--- config.mk ---
export PLATFORM = sky130hd
export DESIGN_NAME = mole_round_ctrl
export DESIGN_NICKNAME = d
export VERILOG_FILES = /design/src/rtl/mole_pkg.sv /design/src/rtl/mole_round_ctrl_btn_edge_detect.sv /design/src/rtl/mole_round_ctrl.sv
export SDC_FILE = /design/constraint.sdc
export NUM_CORES = 1
export LEC_CHECK = 0
export BUFFER_PORTS_ARGS = -buffer_cell sky130_fd_sc_hd__buf_4
export CORE_MARGIN = 2
export CORE_UTILIZATION = 29
export CTS_CLUSTER_DIAMETER = 150
export DETAILED_ROUTE_END_ITERATION = 10
export PLACE_DENSITY = 0.49
export RECOVER_POWER = 25
export SYNTH_ARGS = -nofsm -noshare
export SYNTH_HDL_FRONTEND = slang
export SYNTH_SLANG_ARGS = --single-unit
--- constraint.sdc ---
create_clock -name clock -period 2.7 [get_ports clock]
set_input_delay 0.27 -clock clock [delete_from_list [all_inputs] [get_ports clock]]
set_output_delay 0.27 -clock clock [all_outputs]
set_load 0.02 [all_outputs]
--- src/rtl/mole_pkg.sv ---
// Shared definitions for the whack-a-mole round controller: hole count,
// FSM state encoding and small helper functions.
package mole_pkg;

    localparam int NUM_HOLES = 5;

    typedef enum logic [2:0] {
        IDLE,
        REQ,
        SETTLE,
        CHECK,
        UP,
        GAP,
        OVER
    } state_t;

    // True when exactly one hole bit is set.
    function automatic logic is_onehot(input logic [NUM_HOLES-1:0] v);
        return $countones(v) == 1;
    endfunction

    // Largest of three cycle counts; sizes the shared cycle counter.
    function automatic int max_of3(input int a, input int b, input int c);
        int m;
        m = (a > b) ? a : b;
        return (m > c) ? m : c;
    endfunction

endpackage

--- src/rtl/mole_round_ctrl_btn_edge_detect.sv ---
// Rising-edge detector for the debounced button bus. The previous sample is
// registered every cycle regardless of game state, so a button that is
// already held when a state is entered never reads as a fresh press.
module btn_edge_detect
    import mole_pkg::*;
(
    input  logic                 clock,
    input  logic                 reset,
    input  logic [NUM_HOLES-1:0] buttons,
    output logic [NUM_HOLES-1:0] press
);

    logic [NUM_HOLES-1:0] btn_prev;

    // Remember last cycle's buttons.
    always_ff @(posedge clock) begin
        // NOTE: clocked state uses non-blocking (<=) so every register samples pre-edge values.
        if (reset) begin
            btn_prev <= '0;
        end else begin
            btn_prev <= buttons;
        end
    end

    assign press = buttons & ~btn_prev;

endmodule

--- src/rtl/mole_round_ctrl.sv ---
// Round controller for the whack-a-mole game: requests a one-hot target from
// the generator, validates it, shows the mole, judges presses as hit or miss
// within the up window, keeps score/miss counts and ends the game after
// MAX_MISSES misses.
module mole_round_ctrl
    import mole_pkg::*;
#(
    parameter int UP_CYCLES     = 50000000,
    parameter int GAP_CYCLES    = 12500000,
    parameter int SETTLE_CYCLES = 2,
    parameter int MAX_MISSES    = 3,
    parameter int SCORE_W       = 8
) (
    input  logic                              clock,
    input  logic                              reset,
    input  logic                              start,
    input  logic [NUM_HOLES-1:0]              buttons,
    input  logic [NUM_HOLES-1:0]              target,
    output logic                              gen_req,
    output logic [NUM_HOLES-1:0]              mole_leds,
    output logic                              hit,
    output logic                              miss,
    output logic [SCORE_W-1:0]                score,
    output logic [$clog2(MAX_MISSES+1)-1:0]   misses,
    output logic                              game_over,
    output logic                              busy
);

    localparam int MISS_W  = $clog2(MAX_MISSES + 1);
    localparam int CNT_MAX = max_of3(UP_CYCLES, GAP_CYCLES, SETTLE_CYCLES);
    localparam int CNT_W   = $clog2(CNT_MAX + 1);

    localparam logic [CNT_W-1:0]   SETTLE_LAST = CNT_W'(SETTLE_CYCLES - 1);
    localparam logic [CNT_W-1:0]   UP_LAST     = CNT_W'(UP_CYCLES - 1);
    localparam logic [CNT_W-1:0]   GAP_LAST    = CNT_W'(GAP_CYCLES - 1);
    localparam logic [MISS_W-1:0]  MISS_LIMIT  = MISS_W'(MAX_MISSES);
    localparam logic [SCORE_W-1:0] SCORE_MAX   = '1;

    state_t               state;
    state_t               state_d;
    logic [CNT_W-1:0]     cnt;
    logic [NUM_HOLES-1:0] press;
    logic                 wrong_press;
    logic                 right_press;
    logic [MISS_W-1:0]    misses_plus;
    logic                 hit_d;
    logic                 miss_d;
    logic                 clear_game;
    logic                 load_mole;

    btn_edge_detect u_btn_edge_detect (
        .clock   (clock),
        .reset   (reset),
        .buttons (buttons),
        .press   (press)
    );

    // A wrong bit anywhere overrides a simultaneous correct bit.
    assign wrong_press = |(press & ~mole_leds);
    assign right_press = |(press & mole_leds);
    assign misses_plus = misses + MISS_W'(1);

    // State register.
    always_ff @(posedge clock) begin
        if (reset) begin
            state <= IDLE;
        end else begin
            state <= state_d;
        end
    end

    // Next-state decode and per-cycle control strobes.
    always_comb begin
        // NOTE: every output of this block gets a default first so no path leaves one unassigned (no latches).
        state_d    = state;
        hit_d      = 1'b0;
        miss_d     = 1'b0;
        clear_game = 1'b0;
        load_mole  = 1'b0;
        case (state)
            IDLE, OVER: begin
                if (start) begin
                    clear_game = 1'b1;
                    state_d    = REQ;
                end
            end
            REQ: begin
                state_d = SETTLE;
            end
            SETTLE: begin
                if (cnt == SETTLE_LAST) begin
                    state_d = CHECK;
                end
            end
            CHECK: begin
                if (is_onehot(target)) begin
                    load_mole = 1'b1;
                    state_d   = UP;
                end else begin
                    state_d = REQ;
                end
            end
            UP: begin
                if (wrong_press) begin
                    miss_d = 1'b1;
                end else if (right_press) begin
                    hit_d = 1'b1;
                end else if (cnt == UP_LAST) begin
                    miss_d = 1'b1;
                end
                if (hit_d) begin
                    state_d = GAP;
                end else if (miss_d) begin
                    state_d = (misses_plus == MISS_LIMIT) ? OVER : GAP;
                end
            end
            GAP: begin
                if (cnt == GAP_LAST) begin
                    state_d = REQ;
                end
            end
            default: begin
                state_d = IDLE;
            end
        endcase
    end

    // Cycle counter, mole display, result pulses and game counters.
    always_ff @(posedge clock) begin
        if (reset) begin
            cnt       <= '0;
            mole_leds <= '0;
            hit       <= 1'b0;
            miss      <= 1'b0;
            score     <= '0;
            misses    <= '0;
        end else begin
            if (state_d != state) begin
                cnt <= '0;
            end else if (state == SETTLE || state == UP || state == GAP) begin
                cnt <= cnt + CNT_W'(1);
            end

            hit  <= hit_d;
            miss <= miss_d;

            if (load_mole) begin
                mole_leds <= target;
            end else if (hit_d || miss_d) begin
                mole_leds <= '0;
            end

            if (clear_game) begin
                score  <= '0;
                misses <= '0;
            end else begin
                if (hit_d && score != SCORE_MAX) begin
                    score <= score + SCORE_W'(1);
                end
                if (miss_d) begin
                    misses <= misses_plus;
                end
            end
        end
    end

    assign gen_req   = (state == REQ);
    assign game_over = (state == OVER);
    assign busy      = (state != IDLE) && (state != OVER);

endmodule

==> results of run 1 <==
==> cell families after synthesis <==
group	count (synthesis)	share of synthesized area
buffers and inverters	29	0.0495
adders and majority gates	7	0.0380
xor gates and xnor gates	30	0.0972
muxes	6	0.0222
DFF	51	0.378
and+or+nand+nor	163	0.342
AOI/OAI and AO/OA	26	0.0736
==> area by class of cell <==
type | instances | area [µm²] | share of cell area
multi-input cells | 233 | 1720 | 0.496
clock buffers | 6 | 82.6 | 0.0239
well taps | 111 | 139 | 0.0401
repair buffers | 51 | 395 | 0.114
clock inverters | 2 | 38.8 | 0.0112
inverters | 15 | 66.3 | 0.0192
flip-flops and latches | 51 | 1020 | 0.295
==> power by group <==
part,internal (mW),leakage (nW),total (mW),switching (mW)
logic,0.121,0.730,0.267,0.146
clock network,0.305,0.0618,0.582,0.276
registers,0.761,0.412,0.771,0.00927
==> cells in the final DEF (no fill, tap or decap), types with 10 or more instances in the layout <==
master,count
sky130_fd_sc_hd__inv_1,11
sky130_fd_sc_hd__clkbuf_1,13
sky130_fd_sc_hd__xnor2_1,12
sky130_fd_sc_hd__xor2_1,18
sky130_fd_sc_hd__nor3_2,19
sky130_fd_sc_hd__dfxtp_1,51
sky130_fd_sc_hd__nand4_1,17
sky130_fd_sc_hd__nand3_1,16
sky130_fd_sc_hd__buf_4,31
sky130_fd_sc_hd__nand2_1,12
sky130_fd_sc_hd__nor2_1,27
sky130_fd_sc_hd__nor3_1,10
==> state kept, by name, indices dropped and copies added (netlist names) <==
name                        count
cnt                            26
score                           8
mole_leds                       5
u_btn_edge_detect.btn_prev      5
state                           3
misses                          2
hit                             1
miss                            1
==> through the flow <==
step	setup TNS [ns]	total power, mW
after global routing	-0.112	1.69
final	0	1.62
after detailed placement	-8.45	1.01
after floorplan	-0.460	0.930
after CTS	0	1.60
after global placement	-8.18	1.01
==> layer usage <==
layer | share of wire | vias up | track usage | wire, µm
li1 | - | 1203 | - | -
met1 | 0.48 | 1140 | 0.183 | 3270
met2 | 0.48 | 45 | 0.235 | 3280
met3 | 0.035 | 8 | 0.0305 | 241
met4 | 0.011 | 0 | 0.0369 | 76
met5 | 0 | - | 0 | 0
==> timing repair <==
item	4_1_cts	5_1_grt
setup buffers	1	1
resized for setup	1	15
endpoints found under the setup margin	19	25
cloned	1	1
pin swaps	3	9
==> worst max path at each step <==
stage	startpoint	endpoint	slack, ns	cells after the start
final	target[1]	cnt[20]	0.03	13
after global routing	target[1]	cnt[20]	-0.05	13
after CTS	target[3]	cnt[21]	0.008	13
after detailed placement	target[3]	cnt[8]	-0.36	13
after global placement	target[3]	cnt[3]	-0.34	13
after floorplan	target[3]	cnt[0]	-0.02	12
==> flow_summary.json, run 1 <==
{
  "number_of_cells_in_the_design_after_placement": 457,
  "final-hold-violation-count": 0,
  "timing.hold.ws_ns": 0.181,
  "fillerInstances": 953,
  "critical_path_class": "primary input to flip-flop",
  "synthDistinctLibCells": 50,
  "critical_path.slowest_cell": "sky130_fd_sc_hd__fa_1",
  "finalSetupViolations": 0,
  "reg2reg_slack_ns": 0.21,
  "netlist_instances": 312,
  "rsz_0062_raised_after_global_routing": "true",
  "std_cell_rows": 35,
  "diode_insertion_count_for_antenna_repair": 0,
  "grt.overflow.total": 0,
  "drc": 0,
  "pin_count": 33,
  "crit_arrival_ns": 2.92,
  "dieWidth_um": 101,
  "min_path_cells": 2,
  "slowest_delay_ns": 0.49,
  "outcome": "complete, no violations",
  "mappedNetlistArea_um2": 2700,
  "postRouteAntennaNets": 0,
  "synth_area_leader_cell": "sky130_fd_sc_hd__dfxtp_1",
  "worst_r2r_endpoint": "cnt[7]",
  "placed_cell_area_um2": 3260,
  "clkSlewWorstSetupHoldPaths_ns": 0.10,
  "synth.most_common_cell": "sky130_fd_sc_hd__dfxtp_1",
  "cts_hold_repair.buffers": 0,
  "min-delay-path-class": "primary input to flip-flop",
  "finalWorstPathRequiredPeriod_ns": 2.67,
  "timing.critical_path.fanout_max": 6,
  "die_height_um": 101,
  "number_of_nets_in_the_synthesized_netlist": 332,
  "synth_ff_type": "sky130_fd_sc_hd__dfxtp_1",
  "cts-buffers-inserted": 5,
  "wire_length_of_the_first_global_routing_pass_mm": 11.5,
  "post_drt_wl_per_cell_um": 14.6,
  "number_of_enable_flip_flop_cells_after_synthesis": 0,
  "routed-via-count": 2396,
  "worst_setup_path_start_kind": "primary input",
  "worstSetupEndpointType": "flip-flop",
  "drive_gt1_frac": 0.251,
  "detail_route.first_pass.iterations": 4,
  "synth_common_cells": "51 x sky130_fd_sc_hd__dfxtp_1, 32 x sky130_fd_sc_hd__nor3_1, 28 x sky130_fd_sc_hd__nor2_1",
  "fin_crit_sh": 0.988,
  "finish.cell_count_without_fillers": 469,
  "finalClockSkew_ns": 0.0113,
  "drt_first_iter_violations": 45,
  "synthTopCellsByArea": "sky130_fd_sc_hd__dfxtp_1 38%, sky130_fd_sc_hd__nor3_1 5.9%, sky130_fd_sc_hd__xor2_1 5.8%",
  "grt_usage": 0.140,
  "reg2reg_depth": 7,
  "number_of_vias_per_cell": 5.11,
  "final_cell_area_um2": 3460,
  "p_per_area_nw_per_um2": 468,
  "yosysTopAreaCellShare": 0.378,
  "detail_route.wirelength_mm": 6.87,
  "worstHoldEndpoint": "u_btn_edge_detect.btn_prev[0]",
  "cts_buffer_depth": 2,
  "cts_tree": "yes",
  "ctsHtreeMaxLevel": 2,
  "synth_warnings": 0,
  "final_util": 0.378,
  "max-slew-margin-rel": 0.601,
  "finalNetCount": 377,
  "critical_path.cell_chain": "buf_8 > inv_4 > fa_1 > fa_2 > inv_2 > ha_4 > or3_4 > a311oi_2 > a31oi_1 > nor2_2 > a31oi_4 > clkbuf_16 > nor3_4",
  "setup_slack_at_placement_ns": -0.363,
  "grt_antenna_before_repair": 0,
  "grt_pass1_vias": 2395,
  "drv_cap": 0,
  "static-leakage-power_nw": 1.20,
  "yosys_register_bits": 51,
  "timing.final.max_slew_violations": 0,
  "synth-async-reset-ratio": 0,
  "finalWorstSetupSlack_ns": 0.0311,
  "synth-seq-area-share": 0.378,
  "initial_core_util": 0.295,
  "critPathTopFamily": "adder cells",
  "root_buffer": "sky130_fd_sc_hd__clkbuf_8",
  "hp-start": "buttons[0]",
  "routability_congestion_estimate_from_global_placement": 0.775,
  "tightestPinTransition_ns": 0.597,
  "clock-sinks": 51,
  "area_overhead_of_the_layout_relative_to_synthesis_pct": 28.1,
  "fmaxAchievable_mhz": 375,
  "core_region_area_um2": 9150,
  "crit_required_ns": 2.95,
  "timing.critical_path.buf_inv": 4,
  "clock_latency_ns": 0.31,
  "vdd_drop_max_uv": 213,
  "grt_max_degree": 27,
  "avgSynthCellArea_um2": 8.66,
  "io_buffers": 32,
  "dieArea_um2": 10100,
  "r2r-start": "cnt[14]",
  "detailed_place_hpwl_mm": 4.78
}
Note: power is estimated with default switching activity, not from simulation.
==> run 2, diff against run 1 <==
--- a/config.mk
+++ b/config.mk
@@ -5,6 +5,7 @@
 export SDC_FILE = /design/constraint.sdc
 export NUM_CORES = 1
 export LEC_CHECK = 0
+export ABC_AREA = 1
 export BUFFER_PORTS_ARGS = -buffer_cell sky130_fd_sc_hd__buf_4
 export CORE_MARGIN = 2
 export CORE_UTILIZATION = 29
==> run 2 against run 1 <==
Against the previous run: wire length shrank 8.0%; clock power is 24% lower; clock-buffer cell count is the same; register-to-register slack better by 0.45 ns; worst setup slack improved by 0.25 ns; sequential share of layout area up 1.0 points; critical endpoint unchanged; largest cell class unchanged.
==> flow_summary.json, run 2 <==
{
  "worstSetupEndpointType": "flip-flop",
  "post_drt_wl_per_cell_um": 10.7,
  "crit_arrival_ns": 2.67,
  "grt_usage": 0.127,
  "fin_crit_sh": 0.896,
  "root_buffer": "sky130_fd_sc_hd__clkbuf_8",
  "synth-async-reset-ratio": 0,
  "mappedNetlistArea_um2": 2910,
  "number_of_enable_flip_flop_cells_after_synthesis": 0,
  "timing.critical_path.fanout_max": 14,
  "number_of_nets_in_the_synthesized_netlist": 438,
  "fillerInstances": 1108,
  "die_height_um": 104,
  "grt_busiest_layer": "met2",
  "synth_ff_type": "sky130_fd_sc_hd__dfxtp_1",
  "synth-seq-area-share": 0.351,
  "registers.top_by_ff_count": "cnt",
  "yosysTopAreaCellShare": 0.351,
  "cts_tree": "yes",
  "most-common-layout-cells": "85 x sky130_fd_sc_hd__nand2_1, 61 x sky130_fd_sc_hd__inv_1, 61 x sky130_fd_sc_hd__nor2_1",
  "detail_route.first_pass.iterations": 4,
  "postRouteAntennaNets": 0,
  "area_overhead_of_the_layout_relative_to_synthesis_pct": 15.1,
  "avgSynthCellArea_um2": 6.96,
  "multiInputGateArea_um2": 1580,
  "number_of_vias_per_cell": 4.36,
  "grt_use_met1": 0.167,
  "groute.layer.met3.usage": 0.0313,
  "finalSetupViolations": 0,
  "cts.repair.resized": 0,
  "dieArea_um2": 10800,
  "synth_common_cells": "85 x sky130_fd_sc_hd__nand2_1, 61 x sky130_fd_sc_hd__inv_1, 61 x sky130_fd_sc_hd__nor2_1",
  "routed-via-count": 2569,
  "rsz_0062_raised_after_global_routing": "false",
  "wire_length_of_the_first_global_routing_pass_mm": 11.3,
  "timing.setup.tns_ns": 0,
  "vdd_drop_max_uv": 184,
  "clkSlewWorstSetupHoldPaths_ns": 0.10,
  "grt_pass1_vias": 2522,
  "grt_max_degree": 17,
  "cts_buffer_depth": 2,
  "outcome": "complete, no violations",
  "number_of_cells_in_the_design_after_placement": 581,
  "tightestPinTransition_ns": 0.775,
  "core_region_area_um2": 9770,
  "synth.most_common_cell": "sky130_fd_sc_hd__nand2_1",
  "io_buffers": 32,
  "ctsHtreeMaxLevel": 2,
  "cts-buffers-inserted": 5,
  "pin_count": 33,
  "timing.final.max_slew_violations": 0,
  "initial_core_util": 0.298,
  "grt.overflow.total": 0,
  "detail_route.wirelength_mm": 6.32,
  "synth_warnings": 0,
  "largestRegisters": "cnt: 26 flops, score: 8 flops",
  "global_route.usage.met2": 0.197,
  "drt_first_iter_violations": 42,
  "max_reg_flops": 26,
  "netlist_instances": 418,
  "detailed_place_hpwl_mm": 4.92,
  "p_seq_frac": 0.551,
  "p_per_area_nw_per_um2": 417,
  "routability_congestion_estimate_from_global_placement": 0.839,
  "synthTopCellsByArea": "sky130_fd_sc_hd__dfxtp_1 35%, sky130_fd_sc_hd__nand2_1 11%, sky130_fd_sc_hd__inv_1 7.9%",
  "dieWidth_um": 104,
  "finalClockSkew_ns": 0.00836,
  "swShare": 0.273,
  "drc": 0,
  "drive_gt1_frac": 0.169,
  "min-delay-path-class": "primary input to flip-flop",
  "finalWorstPathRequiredPeriod_ns": 2.42,
  "finalNetCount": 475,
  "clock_latency_ns": 0.31,
  "worst_setup_path_start_kind": "primary input",
  "finalPower_mw": 1.40,
  "diode_insertion_count_for_antenna_repair": 0,
  "cts_setup_buffers": 0,
  "synthDistinctLibCells": 29,
  "clockPowerShare": 0.316,
  "comb_power_share": 0.132,
  "fmaxAchievable_mhz": 413,
  "pint_mw": 1.01,
  "clock-sinks": 51,
  "yosys_register_bits": 51,
  "grt_antenna_before_repair": 0,
  "critical_path_class": "primary input to flip-flop",
  "final-hold-violation-count": 0,
  "ff_latch_area_um2": 1020,
  "std_cell_rows": 36,
  "drv_cap": 0,
  "switchingPower_mw": 0.381,
  "cts_hold_repair.buffers": 0,
  "crit_required_ns": 2.95,
  "max-slew-margin-rel": 0.483,
  "finish.cell_count_without_fillers": 589,
  "synth_area_leader_cell": "sky130_fd_sc_hd__dfxtp_1",
  "static-leakage-power_nw": 1.26,
  "final_common_cell": "sky130_fd_sc_hd__nand2_1"
}
[run 2: cell count changes after synthesis, sizes merged, moves of 9 or more]
cell	change
nand2	+82
nor2	+61
inv	+50
nor3	-17
nand3	+13
a21oi	+9
nor3b	-9
[run 2: final cells by class]
class | instances | area share
Inverter | 65 | 0.0729
Clock buffer | 6 | 0.0217
Clock inverter | 2 | 0.00374
Timing Repair Buffer | 36 | 0.0736
Tap cell | 133 | 0.0497
Multi-Input combinational cell | 296 | 0.473
Sequential cell | 51 | 0.305
[run 2: path summary, 6_finish.rpt]
kind	from	to	slack [ns]	cells past startpoint
setup / recovery	target[0]	cnt[20]	0.28	18
hold / removal	buttons[1]	u_btn_edge_detect.btn_prev[1]	0.17	3
setup reg to reg	cnt[1]	cnt[20]	0.66	15
hold reg to reg	misses[0]	misses[0]	0.48	2
[run 2: cells by family (layout without fill, tap and decap cells)]
| logic type | Yosys count | after routing | synth area share |
|---|---|---|---|
| AND/OR/NAND/NOR | 243 | 243 | 0.396 |
| buffers and inverters | 71 | 109 | 0.105 |
| flip-flops | 51 | 51 | 0.351 |
| XOR/XNOR | 25 | 25 | 0.0753 |
| AO/OA/AOI/OAI | 21 | 21 | 0.0379 |
| adder cells (fa/ha/maj) | 7 | 7 | 0.0353 |
[run 2: power by group through the flow]
stage	sequential (mW)	clock, mW	combinational (mW)
floorplan	0.786	0	0.136
global placement	0.787	0	0.186
detailed placement	0.787	0	0.189
CTS	0.770	0.467	0.189
global route	0.772	0.500	0.209
finish	0.770	0.441	0.185
[run 2: metrics by stage]
| stage | area (µm²) | util | worst slack [ns] | hold WS, ns |
|---|---|---|---|---|
| global route | 3350 | 0.342 | 0.102 | 0.165 |
| finish | 3350 | 0.342 | 0.280 | 0.169 |
| floorplan | 2910 | - | 0.141 | 0.377 |
| global placement | 3310 | 0.339 | 0.00270 | 0.468 |
| detailed placement | 3310 | 0.339 | -0.0530 | 0.476 |
| CTS | 3400 | 0.347 | 0.282 | 0.152 |
[run 2: routing by layer]
metal  routed length [µm]  up-vias
met4                  110        0
li1                     -     1364
met1                 3120     1154
met5                    0        -
met2                 2880       42
met3                  211        9
[run 2: critical path: stages]
cell	delay [ns]
sky130_fd_sc_hd__buf_4	0.09
sky130_fd_sc_hd__inv_1	0.05
sky130_fd_sc_hd__fa_1	0.49
sky130_fd_sc_hd__fa_1	0.37
sky130_fd_sc_hd__inv_1	0.06
sky130_fd_sc_hd__ha_1	0.22
sky130_fd_sc_hd__nor2_1	0.10
sky130_fd_sc_hd__nand2_1	0.11
sky130_fd_sc_hd__nand4_1	0.09
sky130_fd_sc_hd__nand2_1	0.07
sky130_fd_sc_hd__nor2_1	0.08
sky130_fd_sc_hd__nand2_1	0.06
sky130_fd_sc_hd__nor2_2	0.09
sky130_fd_sc_hd__nand3_1	0.10
sky130_fd_sc_hd__nand2_2	0.08
sky130_fd_sc_hd__nand3_4	0.09
sky130_fd_sc_hd__buf_12	0.16
sky130_fd_sc_hd__nor2_1	0.09
